===== src/rtl/vga_timing_gen.sv =====
// Raster timing generator: scan counters, visible-area flag, pixel-aligned hs/vs/de
// through a configurable delay pipe, and line/frame strobes plus a frame counter.
module vga_timing_gen #(
  parameter int unsigned H_ACTIVE   = 640,
  parameter int unsigned H_FP       = 16,
  parameter int unsigned H_SYNC     = 96,
  parameter int unsigned H_BP       = 48,
  parameter int unsigned V_ACTIVE   = 480,
  parameter int unsigned V_FP       = 10,
  parameter int unsigned V_SYNC     = 2,
  parameter int unsigned V_BP       = 33,
  parameter int unsigned PIPE_DELAY = 2
) (
  input  logic       vga_clk,
  input  logic       Reset,
  output logic [9:0] DrawX,
  output logic [9:0] DrawY,
  output logic       blank,
  output logic       hs,
  output logic       vs,
  output logic       de,
  output logic       line_start,
  output logic       frame_start,
  output logic       frame_tick,
  output logic [7:0] frame_count
);

  localparam int unsigned CW      = 10;
  localparam int unsigned FCW     = 8;
  localparam int unsigned H_TOTAL = H_ACTIVE + H_FP + H_SYNC + H_BP;
  localparam int unsigned V_TOTAL = V_ACTIVE + V_FP + V_SYNC + V_BP;

  localparam logic [CW-1:0] H_MAX     = CW'(H_TOTAL - 1);
  localparam logic [CW-1:0] V_MAX     = CW'(V_TOTAL - 1);
  localparam logic [CW-1:0] H_VIS     = CW'(H_ACTIVE);
  localparam logic [CW-1:0] V_VIS     = CW'(V_ACTIVE);
  localparam logic [CW-1:0] H_SYNC_S  = CW'(H_ACTIVE + H_FP);
  localparam logic [CW-1:0] H_SYNC_E  = CW'(H_ACTIVE + H_FP + H_SYNC);
  localparam logic [CW-1:0] V_SYNC_S  = CW'(V_ACTIVE + V_FP);
  localparam logic [CW-1:0] V_SYNC_E  = CW'(V_ACTIVE + V_FP + V_SYNC);

  logic [CW-1:0]  hc_q, hc_d;
  logic [CW-1:0]  vc_q, vc_d;
  logic [FCW-1:0] fcnt_q, fcnt_d;
  logic           first_q, first_d;
  logic           blank_q, blank_d;
  logic           hs_raw_q, hs_raw_d;
  logic           vs_raw_q, vs_raw_d;
  logic           ls_q, ls_d;
  logic           fs_q, fs_d;
  logic           ft_q, ft_d;
  logic           h_wrap;
  logic           f_wrap;

  // Next-state counters; all decodes are taken from the next counter values so that
  // the registered flags line up with the registered DrawX/DrawY.
  always_comb begin
    h_wrap   = (hc_q == H_MAX);
    f_wrap   = h_wrap && (vc_q == V_MAX);
    hc_d     = h_wrap ? '0 : hc_q + CW'(1);
    vc_d     = vc_q;
    fcnt_d   = fcnt_q;
    first_d  = first_q;
    if (h_wrap) begin
      vc_d = (vc_q == V_MAX) ? '0 : vc_q + CW'(1);
    end
    // The first wrap after reset only starts frame 0; later wraps complete a frame.
    if (f_wrap) begin
      if (!first_q) begin
        fcnt_d = fcnt_q + FCW'(1);
      end
      first_d = 1'b0;
    end
    blank_d  = (hc_d < H_VIS) && (vc_d < V_VIS);
    hs_raw_d = !((hc_d >= H_SYNC_S) && (hc_d < H_SYNC_E));
    vs_raw_d = !((vc_d >= V_SYNC_S) && (vc_d < V_SYNC_E));
    ls_d     = (hc_d == '0);
    fs_d     = (hc_d == '0) && (vc_d == '0);
    ft_d     = (hc_d == '0) && (vc_d == V_SYNC_S);
  end

  always_ff @(posedge vga_clk or posedge Reset) begin
    if (Reset) begin
      hc_q     <= H_MAX;
      vc_q     <= V_MAX;
      fcnt_q   <= '0;
      first_q  <= 1'b1;
      blank_q  <= 1'b0;
      hs_raw_q <= 1'b1;
      vs_raw_q <= 1'b1;
      ls_q     <= 1'b0;
      fs_q     <= 1'b0;
      ft_q     <= 1'b0;
    end else begin
      hc_q     <= hc_d;
      vc_q     <= vc_d;
      fcnt_q   <= fcnt_d;
      first_q  <= first_d;
      blank_q  <= blank_d;
      hs_raw_q <= hs_raw_d;
      vs_raw_q <= vs_raw_d;
      ls_q     <= ls_d;
      fs_q     <= fs_d;
      ft_q     <= ft_d;
    end
  end

  assign DrawX       = hc_q;
  assign DrawY       = vc_q;
  assign blank       = blank_q;
  assign line_start  = ls_q;
  assign frame_start = fs_q;
  assign frame_tick  = ft_q;
  assign frame_count = fcnt_q;

  // Sync/enable delay pipe; reset loads the inactive levels so no pulse survives reset.
  if (PIPE_DELAY == 0) begin : g_no_pipe
    assign hs = hs_raw_q;
    assign vs = vs_raw_q;
    assign de = blank_q;
  end else begin : g_pipe
    logic [PIPE_DELAY-1:0] hs_pipe_q;
    logic [PIPE_DELAY-1:0] vs_pipe_q;
    logic [PIPE_DELAY-1:0] de_pipe_q;

    always_ff @(posedge vga_clk or posedge Reset) begin
      if (Reset) begin
        hs_pipe_q <= '1;
        vs_pipe_q <= '1;
        de_pipe_q <= '0;
      end else begin
        hs_pipe_q[0] <= hs_raw_q;
        vs_pipe_q[0] <= vs_raw_q;
        de_pipe_q[0] <= blank_q;
        for (int i = 1; i < int'(PIPE_DELAY); i++) begin
          hs_pipe_q[i] <= hs_pipe_q[i-1];
          vs_pipe_q[i] <= vs_pipe_q[i-1];
          de_pipe_q[i] <= de_pipe_q[i-1];
        end
      end
    end

    assign hs = hs_pipe_q[PIPE_DELAY-1];
    assign vs = vs_pipe_q[PIPE_DELAY-1];
    assign de = de_pipe_q[PIPE_DELAY-1];
  end

endmodule


===== config.mk =====
export PLATFORM = sky130hd
export DESIGN_NAME = vga_timing_gen
export DESIGN_NICKNAME = d
export VERILOG_FILES = /design/src/rtl/vga_timing_gen.sv
export SDC_FILE = /design/constraint.sdc
export NUM_CORES = 1
export LEC_CHECK = 0
export ABC_AREA = 0
export CORE_MARGIN = 4
export CORE_UTILIZATION = 53
export DETAILED_ROUTE_END_ITERATION = 8
export GPL_ROUTABILITY_DRIVEN = 0
export PLACE_DENSITY_LB_ADDON = 0.25
export SYNTH_ARGS = -nofsm -noshare
export SYNTH_HDL_FRONTEND = slang
export SYNTH_SLANG_ARGS = --single-unit

===== constraint.sdc =====
create_clock -name vga_clk -period 2.7 [get_ports vga_clk]
set_input_delay 0.405 -clock vga_clk [delete_from_list [all_inputs] [get_ports vga_clk]]
set_output_delay 0.405 -clock vga_clk [all_outputs]
set_load 0.005 [all_outputs]

==> results.md <==
* Die W at roughly 73 microns
* Register area share after synthesis at 0.469
* Worst setup SP type: register
* Logic pwr share at 0.012
* Clock skew at 0.00425 ns
* Final hold slack at 0.353 ns
* Initial antenna violation count at 0
* H-tree depth at 2
* Placement Cell Area at 2650 sq um
* Wire length per cell at 15.9 microns
* Final setup vio count at 0
* Vias in the first global route at 1629
* Layout cells sized above 1 at 0.178
* CP Max Fanout at 13
* Top FF cell, synth: dfrtp_1
* Final ANT Viol Nets at 0
* Final WS setup at 0.167 ns
* Outcome: complete, no violations
* Final Hold Viols at 0
* DIE AREA at 5320 sq um
* Final Max Slew Viols at 0
* Root Driver: clkbuf_8
* Cell internal pwr at 0.892 mW
* Delay-heaviest family, CP: simple AND/OR/NAND/NOR gates
* Synth Register Bits at a little over 40
* Peak VDD IR at 0.000275 V
* Final WL at 4910 microns
* Remaining Overflow, GRT at 0
* CP Buf/Inv Count at 1
* Std cell rows at 23
* Post-synthesis net count at 226
* Final TNS setup at 0 ns
* Syn-to-layout area delta at 23.4%
* Hold Buf Count CTS at 0
* CP endpoint kind: register
* I/O pin count at 37
* # fillers at 337
* Hold WC Path Type: reg2reg
* Arr. time, crit path at 2.76 ns
* Multi-input logic area at between 1000 and 1500 sq um
* Post-synthesis cell count at 219
* Post-synth ARST share at 1.00
* WP data required at 2.93 ns
* Clk buf depth at 2
* Setup Buffers After CTS at 0
* Drt first pass iters at 4
* Count of buffers from port buffering at 36
* Area of the mapped netlist at between 2000 and 2500 sq um
* Power density cells at just over 400 nW/um^2
* Max Fclk at ~0.39 GHz
* DRT iter0 DRCs at 166
* GRT Util Overall at 0.203
* Leak at approximately 1.1 nW
* Unrepaired setup endpoints after global routing: false
* Clk pwr share at 0.436
* TritonCTS clock tree: yes
* Vias per cell at 5.95
* Worst-path clk slew at 0.08 ns
* First-pass GRT wire length at 8280 microns
* Total power at 1.12 mW
* Pre-CTS WS at about 0.16 ns
* Nets@finish at 265
* Library cells used by synthesis at 56
* Post-synth EDFFs at 0
* Post-synthesis average cell area at just over 10 sq um
* Crit Path Category: reg2reg
* Die Height at 72.9 microns
* Pin count of the biggest net entering global routing at 42
* Post-CTS Resized at 0
* Storage cell area at about 1000 sq um
* Ys Warns at 0
* Register share of total power at 0.551
* Hpwl dp at roughly 3400 microns
* Worst slew margin at 0.662
* Final min period at between 2 and 3 ns
* Core area at a little over 4000 sq um
* Cell at the slowest stage of the critical path: dfstp_2
* Worst Max-Slew Pin Slew at 0.507 ns
* Worst path cell trace: ha_1 > and4_2 > nand3_1 > buf_4 > o21a_1 > a221oi_1 > and4bb_1 > and4_1
* Clock Latency Late Sink at 0.29 ns
* Net Switching at 0.224 mW
* Post-route cell area at around 2800 sq um
* Net Sw Frac at 0.201
* TritonCTS Buffers at 5
* # DRC at 0
* Max-cap viol count at 0
* Most frequent cells in the layout: clkdlybuf4s50_1, dfrtp_1, dfstp_2, nand2_1, nand3_1
* Most common cell after layout, fill and taps aside: clkdlybuf4s50_1
* ANT cells at 0
* CTS sink cnt at 41
* Initial Utilization at 0.555
* Crit share post-route at 0.938
* Via count at 1839
* Slowest cell delay on critical path at 0.59 ns
==> cell type report <==
class / count / share of cell area
multi-input cells: 157 / 0.391
flip-flops and latches: 41 / 0.380
repair buffers: 46 / 0.158
clock buffers: 6 / 0.0263
well taps: 50 / 0.0227
clock inverters: 2 / 0.0127
inverters: 7 / 0.00953
==> worst paths after layout <==
kind	from	to	slack (ns)	depth (start not counted)
max	DrawX[0]$_DFF_PP1_	frame_start$_DFF_PP0_	0.17	8
max reg2reg	DrawX[0]$_DFF_PP1_	frame_start$_DFF_PP0_	0.17	8
min in group asynchronous	Reset	DrawX[6]$_DFF_PP0_	0.54	3
min reg2reg	g_pipe.de_pipe_q[0]$_DFF_PP0_	g_pipe.de_pipe_q[1]$_DFF_PP0_	0.35	0
min	g_pipe.de_pipe_q[0]$_DFF_PP0_	g_pipe.de_pipe_q[1]$_DFF_PP0_	0.35	0
max in group asynchronous	Reset	DrawX[4]$_DFF_PP1_	1.79	3
==> metrics by stage <==
step,utilization,cells
6_report,0.684,309
5_1_grt,0.684,309
4_1_cts,0.684,309
3_5_place_dp,0.657,301
3_3_place_gp,0.657,301
2_1_floorplan,-,219
==> metal layers <==
layer  track usage  share of wire  vias to the layer above
li1              -              -                      882
met1         0.296           0.45                      868
met2         0.290           0.46                       78
met3        0.0455          0.069                       11
met4        0.0902          0.019                        0
met5             0              0                        -
==> synthesized netlist by cell type, drive strengths merged, types with 2 or more instances <==
cell type / number / area (sq um)
a211oi: 2 / 15.0
a21boi: 2 / 15.0
a21oi: 5 / 28.8
a22o: 2 / 17.5
a31oi: 3 / 18.8
and3: 3 / 23.8
and4: 4 / 35.0
buf: 10 / 68.8
clkbuf: 4 / 15.0
dfrtp: 24 / 601
dfstp: 17 / 447
ha: 5 / 62.6
inv: 7 / 26.3
mux2: 2 / 22.5
nand2: 17 / 63.8
nand2b: 2 / 12.5
nand3: 14 / 70.1
nand4: 11 / 68.8
nor2: 13 / 48.8
nor3: 8 / 51.3
o21a: 2 / 15.0
o21ai: 12 / 60.1
o22ai: 2 / 12.5
o31ai: 3 / 22.5
or3: 4 / 30.0
or4: 3 / 30.0
xnor2: 13 / 114
xor2: 6 / 52.6
==> cells by family (layout without fill, tap and decap cells) <==
family / count (synthesis) / in the layout / share of synthesized area
compound gates: 43 / 43 / 0.132
xor+xnor: 19 / 19 / 0.0745
fa+ha+maj: 5 / 5 / 0.0280
buf+inv: 21 / 61 / 0.0493
flops: 41 / 41 / 0.469
mux: 3 / 3 / 0.0146
simple gates: 87 / 87 / 0.233
==> worst register-to-register path, delay by kind of cell, from the launching register on <==
family / cells / cell delay (ns)
buf+inv: 1 / 0.22
simple gates: 4 / 0.90
flops: 1 / 0.59
fa+ha+maj: 1 / 0.28
compound gates: 2 / 0.49
==> flip-flops by register name, summed over array words and instances (netlist names) <==
| signal | cells |
|---|---|
| frame_start | 1 |
| g_pipe.hs_pipe_q | 2 |
| vs_raw_q | 1 |
| g_pipe.vs_pipe_q | 2 |
| g_pipe.de_pipe_q | 2 |
| DrawX | 10 |
| frame_count | 8 |
| blank | 1 |
| line_start | 1 |
| DrawY | 10 |
| frame_tick | 1 |
| hs_raw_q | 1 |
| first_q | 1 |
==> power groups by stage <==
stage	Combinational, mW	Sequential, mW	Clock [mW]
4_1_cts	0.0147	0.615	0.502
3_5_place_dp	0.0148	0.626	0
6_report	0.0139	0.615	0.487
5_1_grt	0.0167	0.615	0.529
3_3_place_gp	0.0146	0.626	0
2_1_floorplan	0.00880	0.626	0
Power figures use the tool's default switching activity.
